===== config.mk =====
export PLATFORM = sky130hd
export DESIGN_NAME = fx_mul
export DESIGN_NICKNAME = d
export VERILOG_FILES = /design/src/rtl/fx_mul.sv
export SDC_FILE = /design/constraint.sdc
export NUM_CORES = 2
export LEC_CHECK = 0
export CAP_MARGIN = 20
export CORE_ASPECT_RATIO = 0.7
export CORE_MARGIN = 5
export CORE_UTILIZATION = 45
export CTS_CLUSTER_DIAMETER = 150
export DETAILED_ROUTE_END_ITERATION = 7
export PLACE_DENSITY = 0.72
export SLEW_MARGIN = 25
export SYNTH_ARGS = -nofsm -noshare
export SYNTH_HDL_FRONTEND = slang
export SYNTH_SLANG_ARGS = --single-unit

===== constraint.sdc =====
create_clock -name clk -period 9.7 [get_ports clk]
set_input_delay 1.94 -clock clk [delete_from_list [all_inputs] [get_ports clk]]
set_output_delay 1.94 -clock clk [all_outputs]
set_load 0.05 [all_outputs]

===== src/rtl/fx_mul.sv =====
// fx_mul: three-stage pipelined signed fixed-point multiplier, Q(QINT).(QFRAC).
// Valid/ready on both sides: a beat transfers on a rising edge when the
// producer's valid and the consumer's ready are both high; a producer holds its
// data stable until that transfer occurs, and ready never waits on valid.
// Stages: S1 operand capture, S2 full-precision product, S3 rounded/saturated
// result register driving valid_out/result.

package fpga_cfg_pkg;
    localparam int FP_WIDTH = 32;
    localparam int FP_QINT  = 16;
    localparam int FP_QFRAC = 16;
endpackage

module fx_mul #(
    parameter int WIDTH = fpga_cfg_pkg::FP_WIDTH,
    parameter int QINT  = fpga_cfg_pkg::FP_QINT,
    parameter int QFRAC = fpga_cfg_pkg::FP_QFRAC
) (
    input  logic                    clk,
    input  logic                    rst_n,
    input  logic                    valid_in,
    output logic                    ready_out,
    input  logic [WIDTH-1:0]        a,
    input  logic [WIDTH-1:0]        b,
    output logic                    valid_out,
    input  logic                    ready_in,
    output logic signed [WIDTH-1:0] result
);

    // One extra bit over the full product so the rounding add cannot overflow.
    localparam int PW = 2 * WIDTH;
    localparam int LW = PW + 1;

    localparam logic signed [LW-1:0] RND_HALF = LW'(1) << (QFRAC - 1);
    localparam logic signed [LW-1:0] SAT_MAX  = (LW'(1) << (WIDTH - 1)) - LW'(1);
    localparam logic signed [LW-1:0] SAT_MIN  = -(LW'(1) << (WIDTH - 1));

    if ((QINT + QFRAC != WIDTH) || (QFRAC < 1)) begin : g_bad_cfg
        $error("fx_mul: QINT+QFRAC must equal WIDTH and QFRAC must be >= 1");
    end

    // Stage registers
    logic                    r_s1_valid;
    logic signed [WIDTH-1:0] r_a;
    logic signed [WIDTH-1:0] r_b;
    logic                    r_s2_valid;
    logic signed [PW-1:0]    r_prod;
    logic                    r_s3_valid;
    logic signed [WIDTH-1:0] r_result;

    // Stage load enables: a stage loads when empty or when it drains this cycle
    logic w_s1_load;
    logic w_s2_load;
    logic w_s3_load;

    // Datapath wires
    logic signed [PW-1:0]    w_a_ext;
    logic signed [PW-1:0]    w_b_ext;
    logic signed [PW-1:0]    w_prod;
    logic signed [LW-1:0]    w_prod_ext;
    logic signed [LW-1:0]    w_rnd;
    logic signed [LW-1:0]    w_shift;
    logic signed [WIDTH-1:0] w_sat;

    assign w_s3_load = !r_s3_valid || ready_in;
    assign w_s2_load = !r_s2_valid || w_s3_load;
    assign w_s1_load = !r_s1_valid || w_s2_load;

    // No acceptance while reset is held, so nothing is lost at the reset edge.
    assign ready_out = rst_n && w_s1_load;

    assign valid_out = r_s3_valid;
    assign result    = r_result;

    // Sign-extend both operands so the truncated product keeps full precision.
    assign w_a_ext = {{WIDTH{r_a[WIDTH-1]}}, r_a};
    assign w_b_ext = {{WIDTH{r_b[WIDTH-1]}}, r_b};
    assign w_prod  = w_a_ext * w_b_ext;

    // Round half toward +infinity, then drop the extra fractional bits.
    assign w_prod_ext = {r_prod[PW-1], r_prod};
    assign w_rnd      = w_prod_ext + RND_HALF;
    assign w_shift    = w_rnd >>> QFRAC;

    // Clamp the rescaled product to the representable range.
    always_comb begin
        w_sat = w_shift[WIDTH-1:0];
        if (w_shift > SAT_MAX) begin
            w_sat = SAT_MAX[WIDTH-1:0];
        end else if (w_shift < SAT_MIN) begin
            w_sat = SAT_MIN[WIDTH-1:0];
        end
    end

    // S1: capture the operand pair on an input transfer.
    always_ff @(posedge clk) begin
        if (!rst_n) begin
            r_s1_valid <= 1'b0;
            r_a        <= '0;
            r_b        <= '0;
        end else if (w_s1_load) begin
            r_s1_valid <= valid_in;
            if (valid_in) begin
                r_a <= a;
                r_b <= b;
            end
        end
    end

    // S2: register the full 2*WIDTH signed product.
    always_ff @(posedge clk) begin
        if (!rst_n) begin
            r_s2_valid <= 1'b0;
            r_prod     <= '0;
        end else if (w_s2_load) begin
            r_s2_valid <= r_s1_valid;
            if (r_s1_valid) begin
                r_prod <= w_prod;
            end
        end
    end

    // S3: output register; result keeps its last value when no product arrives.
    always_ff @(posedge clk) begin
        if (!rst_n) begin
            r_s3_valid <= 1'b0;
            r_result   <= '0;
        end else if (w_s3_load) begin
            r_s3_valid <= r_s2_valid;
            if (r_s2_valid) begin
                r_result <= w_sat;
            end
        end
    end

endmodule


==> results.md <==
Synthesis:
- Counting flops with a built-in enable in the synthesized netlist gives 0.
- Counting flops and latches in the post-synthesis netlist gives 148.
- In the synthesized netlist the dominant register cell turns out to be sky130_fd_sc_hd__dfxtp_1.
- The number of library cell types mapped by synthesis is 76.
- Among all cell types in the netlist, the one instantiated most often is sky130_fd_sc_hd__fa_1.
- The number of nets handed over by synthesis was ~6,000.
- The biggest area consumer among synthesized cells is sky130_fd_sc_hd__fa_1.
- The number of warnings printed during yosys synthesis is 0.
- Summing every instance area after synthesis gives around 43,000 sq um.
- In the synthesized netlist the async set-or-reset flop fraction comes to 0%.
- The top cell type's share of synthesized area is between 50% and 60%.
- By area the synthesized netlist is led by sky130_fd_sc_hd__fa_1 51%, sky130_fd_sc_hd__inv_1 8.7%, sky130_fd_sc_hd__and2_1 7.5%, sky130_fd_sc_hd__dfxtp_1 6.9%, sky130_fd_sc_hd__nand2_1 6.3%.
- Counting every instance in the synthesized netlist gives 4,657.
- By count the netlist is led by 1,081 x sky130_fd_sc_hd__fa_1, 991 x sky130_fd_sc_hd__inv_1, 721 x sky130_fd_sc_hd__nand2_1.
- Averaged over all synthesized cells, the footprint is 9.16 sq um.
- After synthesis, flip-flops and latches occupy roughly 7% of the total area.

Clocking:
- Counting the buffers created by CTS gives 17.
- The total clock sinks is 148.
- The clock transition at the register clock pins on the worst setup and hold paths after CTS is approximately 90 ps.
- TritonCTS built the clock tree.
- The clock passes through at most 2 buffers.
- The source-to-sink clock delay at the later pin of the worst-skew pair is approximately 490 ps.
- After clock tree synthesis, the repair step resized 0 gates.
- The clock tree root buffer cell is sky130_fd_sc_hd__clkbuf_16.
- After clock tree synthesis, the flow added hold-fix buffers numbering 0.
- The H-tree depth is 4.
- The buffer count from post-CTS setup fixing is 0.

Floorplan:
- The starting density of the core is 45.4%.
- Measured along the x axis, the die boundary spans roughly 380 um.
- The placeable core region is 94,000 sq um.
- The cell row count is 94.
- In this run the vertical extent of the chip is ~270 um.
- The number of ports placed on the die boundary is 102.
- The floorplan step defined a die boundary enclosing ~100,000 sq um.

Critical path:
- The critical path's most frequent cell is sky130_fd_sc_hd__fa_1.
- The worst reg-to-reg setup slack is 870 ps.
- The maximum fanout encountered on the critical timing path is 21.
- STA classifies the critical path endpoint as a flop.
- The slowest stage of the critical path is the sky130_fd_sc_hd__fa_1 cell.
- In this design, the stage delay of the slowest critical-path cell is roughly 900 ps.
- The worst setup path is of the flop to flop kind.
- For the worst setup path, the data arrival time is around 9200 ps.
- Data on the critical path is required at its endpoint by 10,030 ps.
- The critical path startpoint category is a flop.

Global routing:
- The total grt overflow is 0.
- Entering global routing, the biggest net connects 61 pins.
- The global-route wire length before repair is between 150 and 200 mm.
- In the global route stage, overall resource usage came out at 23.7%.
- The initial antenna violation count was 4.
- The number of global-route vias before repair is 33,600.

Pwr:
- For this design the static power due to leakage is 0.0220 uW.
- Internal power comes to 2400 uW.
- The share of total power in combinational logic is between 60 and 70%.
- The clock network accounts for 14.5% of the total power.
- Net switching is 51.9% of the power.
- VDD sags by at most 0.192 mV.
- The net switching component of the power is 2590 uW.
- The proportion of power drawn by flip-flops and latches is 17.7%.
- The power density over the cells is about 110 nW/um^2.

Detailed routing:
- The initial detailed-routing violation count is between 2,000 and 2,500.
- The average wire per cell in the routed design is 19.4 um.
- The final antenna-violating net count is 0.
- The total number of vias is 30,900.
- The wire length reported by the detailed router is 114 mm.
- The first detailed-routing pass ran for 6 iterations.
- After detailed routing, the number of remaining DRC violations is 0.
- In the routed layout, each cell is associated on average with a via count of about 5.3.

Placement:
- The congestion estimate from routability-driven global placement came to approximately 0.92.
- The number of buffers added on ports is 101.
- The detailed placer's ending HPWL is approximately 95 mm.

Final layout:
- The register cell area after layout is 2980 sq um.
- The area occupied by multi-input gates is 35,000 sq um.
- The fraction of layout instances using a drive strength above 1 is 4.47%.
- Counting the fill cells in the layout gives 8,676.
- Relative to the synthesized area, the layout overhead comes to 7.03%.
- In the final design database the tool counted around 6,000 nets.

STA:
- The final setup skew is 29.8 ps.
- The portion of the clock cycle consumed by the worst path in the final layout is 91.0%.
- The total setup violations reported at the end of the flow is 0.
- The headroom to the max-slew limit is 26.3%.
- The tightest hold margin is approximately 460 ps.
- For this run, the top clock speed supported by timing is 113 MHz.
- The count of pins over their slew limit came to 0.
- For the pin with the worst max-slew slack, the measured transition is 1100 ps.
- The final-layout setup total negative slack is 0 ps.
- Setup repair after global routing left no endpoint under its margin.
- The minimum clock period after layout is 8830 ps.
- The final hold violation count is 0.

Min path:
- The worst min-delay path category is flop to flop.

Run status:
- The run finished with clean final reports.

Flow run:
- The max-cap check violation count is 0.
[routing by layer]
metal  GRT usage (%)  vias to the layer above  routed length [um]
li1                -                    13600                   -
met1            35.4                    15900               52000
met2            35.3                     1296               49200
met3            5.52                      106               10500
met4            4.92                        2                2300
met5               0                        -                  13
[state kept, by name, summed over array words and instances (netlist names)]
register    cells
r_prod         49
r_b            32
r_a            32
result         32
r_s1_valid      1
r_s2_valid      1
valid_out       1
[cells by family (layout without fill, tap and decap cells)]
kind of cell    Yosys count  in the layout  synth area share [%]
simple gates           1514           1514                  17.7
fa+ha+maj              1262           1262                  56.0
other cells               0              1                     0
buf+inv                1251           1228                  11.1
compound gates          377            377                  6.02
xor+xnor                 98             98                  2.01
flops                   148            148                  6.95
mux                       7              7                 0.167
[final cells by class]
| type | instances | area share [%] |
|---|---|---|
| diodes | 1 | 0.00548 |
| clock buffers | 17 | 0.932 |
| clock inverters | 15 | 0.378 |
| inverters | 992 | 8.16 |
| multi-input cells | 3258 | 76.6 |
| flip-flops and latches | 148 | 6.53 |
| well taps | 1248 | 3.42 |
| repair buffers | 204 | 3.99 |
[final timing paths]
path | startpoint | depth (start not counted) | to
max | r_a[31]$_SDFFE_PN0P_ | 25 | r_prod[63]$_SDFFE_PN0P_
min | r_a[13]$_SDFFE_PN0P_ | 2 | r_a[13]$_SDFFE_PN0P_
max reg2reg | r_a[31]$_SDFFE_PN0P_ | 25 | r_prod[63]$_SDFFE_PN0P_
min reg2reg | r_a[13]$_SDFFE_PN0P_ | 2 | r_a[13]$_SDFFE_PN0P_
[layout by cell type (no fill, tap or decap), types with 17 or more instances in the layout]
cell type                         netlist  layout
sky130_fd_sc_hd__a21o_1                29      29
sky130_fd_sc_hd__nand3_1               45      45
sky130_fd_sc_hd__nor2b_1               33      33
sky130_fd_sc_hd__nor2_1                70      70
sky130_fd_sc_hd__a21oi_1              157     157
sky130_fd_sc_hd__buf_4                  0     100
sky130_fd_sc_hd__ha_1                 181     181
sky130_fd_sc_hd__and2_1               514     514
sky130_fd_sc_hd__inv_1                991     991
sky130_fd_sc_hd__o21ai_0               65      65
sky130_fd_sc_hd__nand2_1              721     720
sky130_fd_sc_hd__nand2b_1              40      40
sky130_fd_sc_hd__fa_1                1081    1081
sky130_fd_sc_hd__clkdlybuf4s50_1        0     101
sky130_fd_sc_hd__dfxtp_1              148     133
sky130_fd_sc_hd__xnor2_1               61      61
sky130_fd_sc_hd__o32ai_2               30      30
sky130_fd_sc_hd__nand4_1               18      18
sky130_fd_sc_hd__clkbuf_16              0      17
sky130_fd_sc_hd__and3_1                20      20
sky130_fd_sc_hd__xor2_1                37      37
[per-stage QoR]
step,setup slack (ps),cell area (sq um),instances,total power [uW],util [%]
finish,869,45700,5883,4990,48.6
global route,289,45700,5883,5450,48.6
CTS,881,45600,5882,4980,48.6
detailed placement,931,45000,5850,4240,47.9
global placement,1140,45000,5850,4200,47.9
floorplan,1900,42700,4657,3250,-
[power by group through the flow]
| stage | sequential (uW) | clock, uW | combinational (uW) |
|---|---|---|---|
| 2_1_floorplan | 841 | 0 | 2410 |
| 3_3_place_gp | 888 | 0 | 3310 |
| 3_5_place_dp | 891 | 0 | 3350 |
| 4_1_cts | 877 | 730 | 3370 |
| 5_1_grt | 894 | 753 | 3800 |
| 6_report | 884 | 721 | 3380 |
[critical path: cells and delay by family, from the launching register on]
family / cells / cell delay [ps]
compound gates: 5 / 1060
fa+ha+maj: 9 / 4690
xor+xnor: 1 / 120
buf+inv: 5 / 1030
simple gates: 5 / 880
flops: 1 / 880
Note: power is estimated with default switching activity, not from simulation.
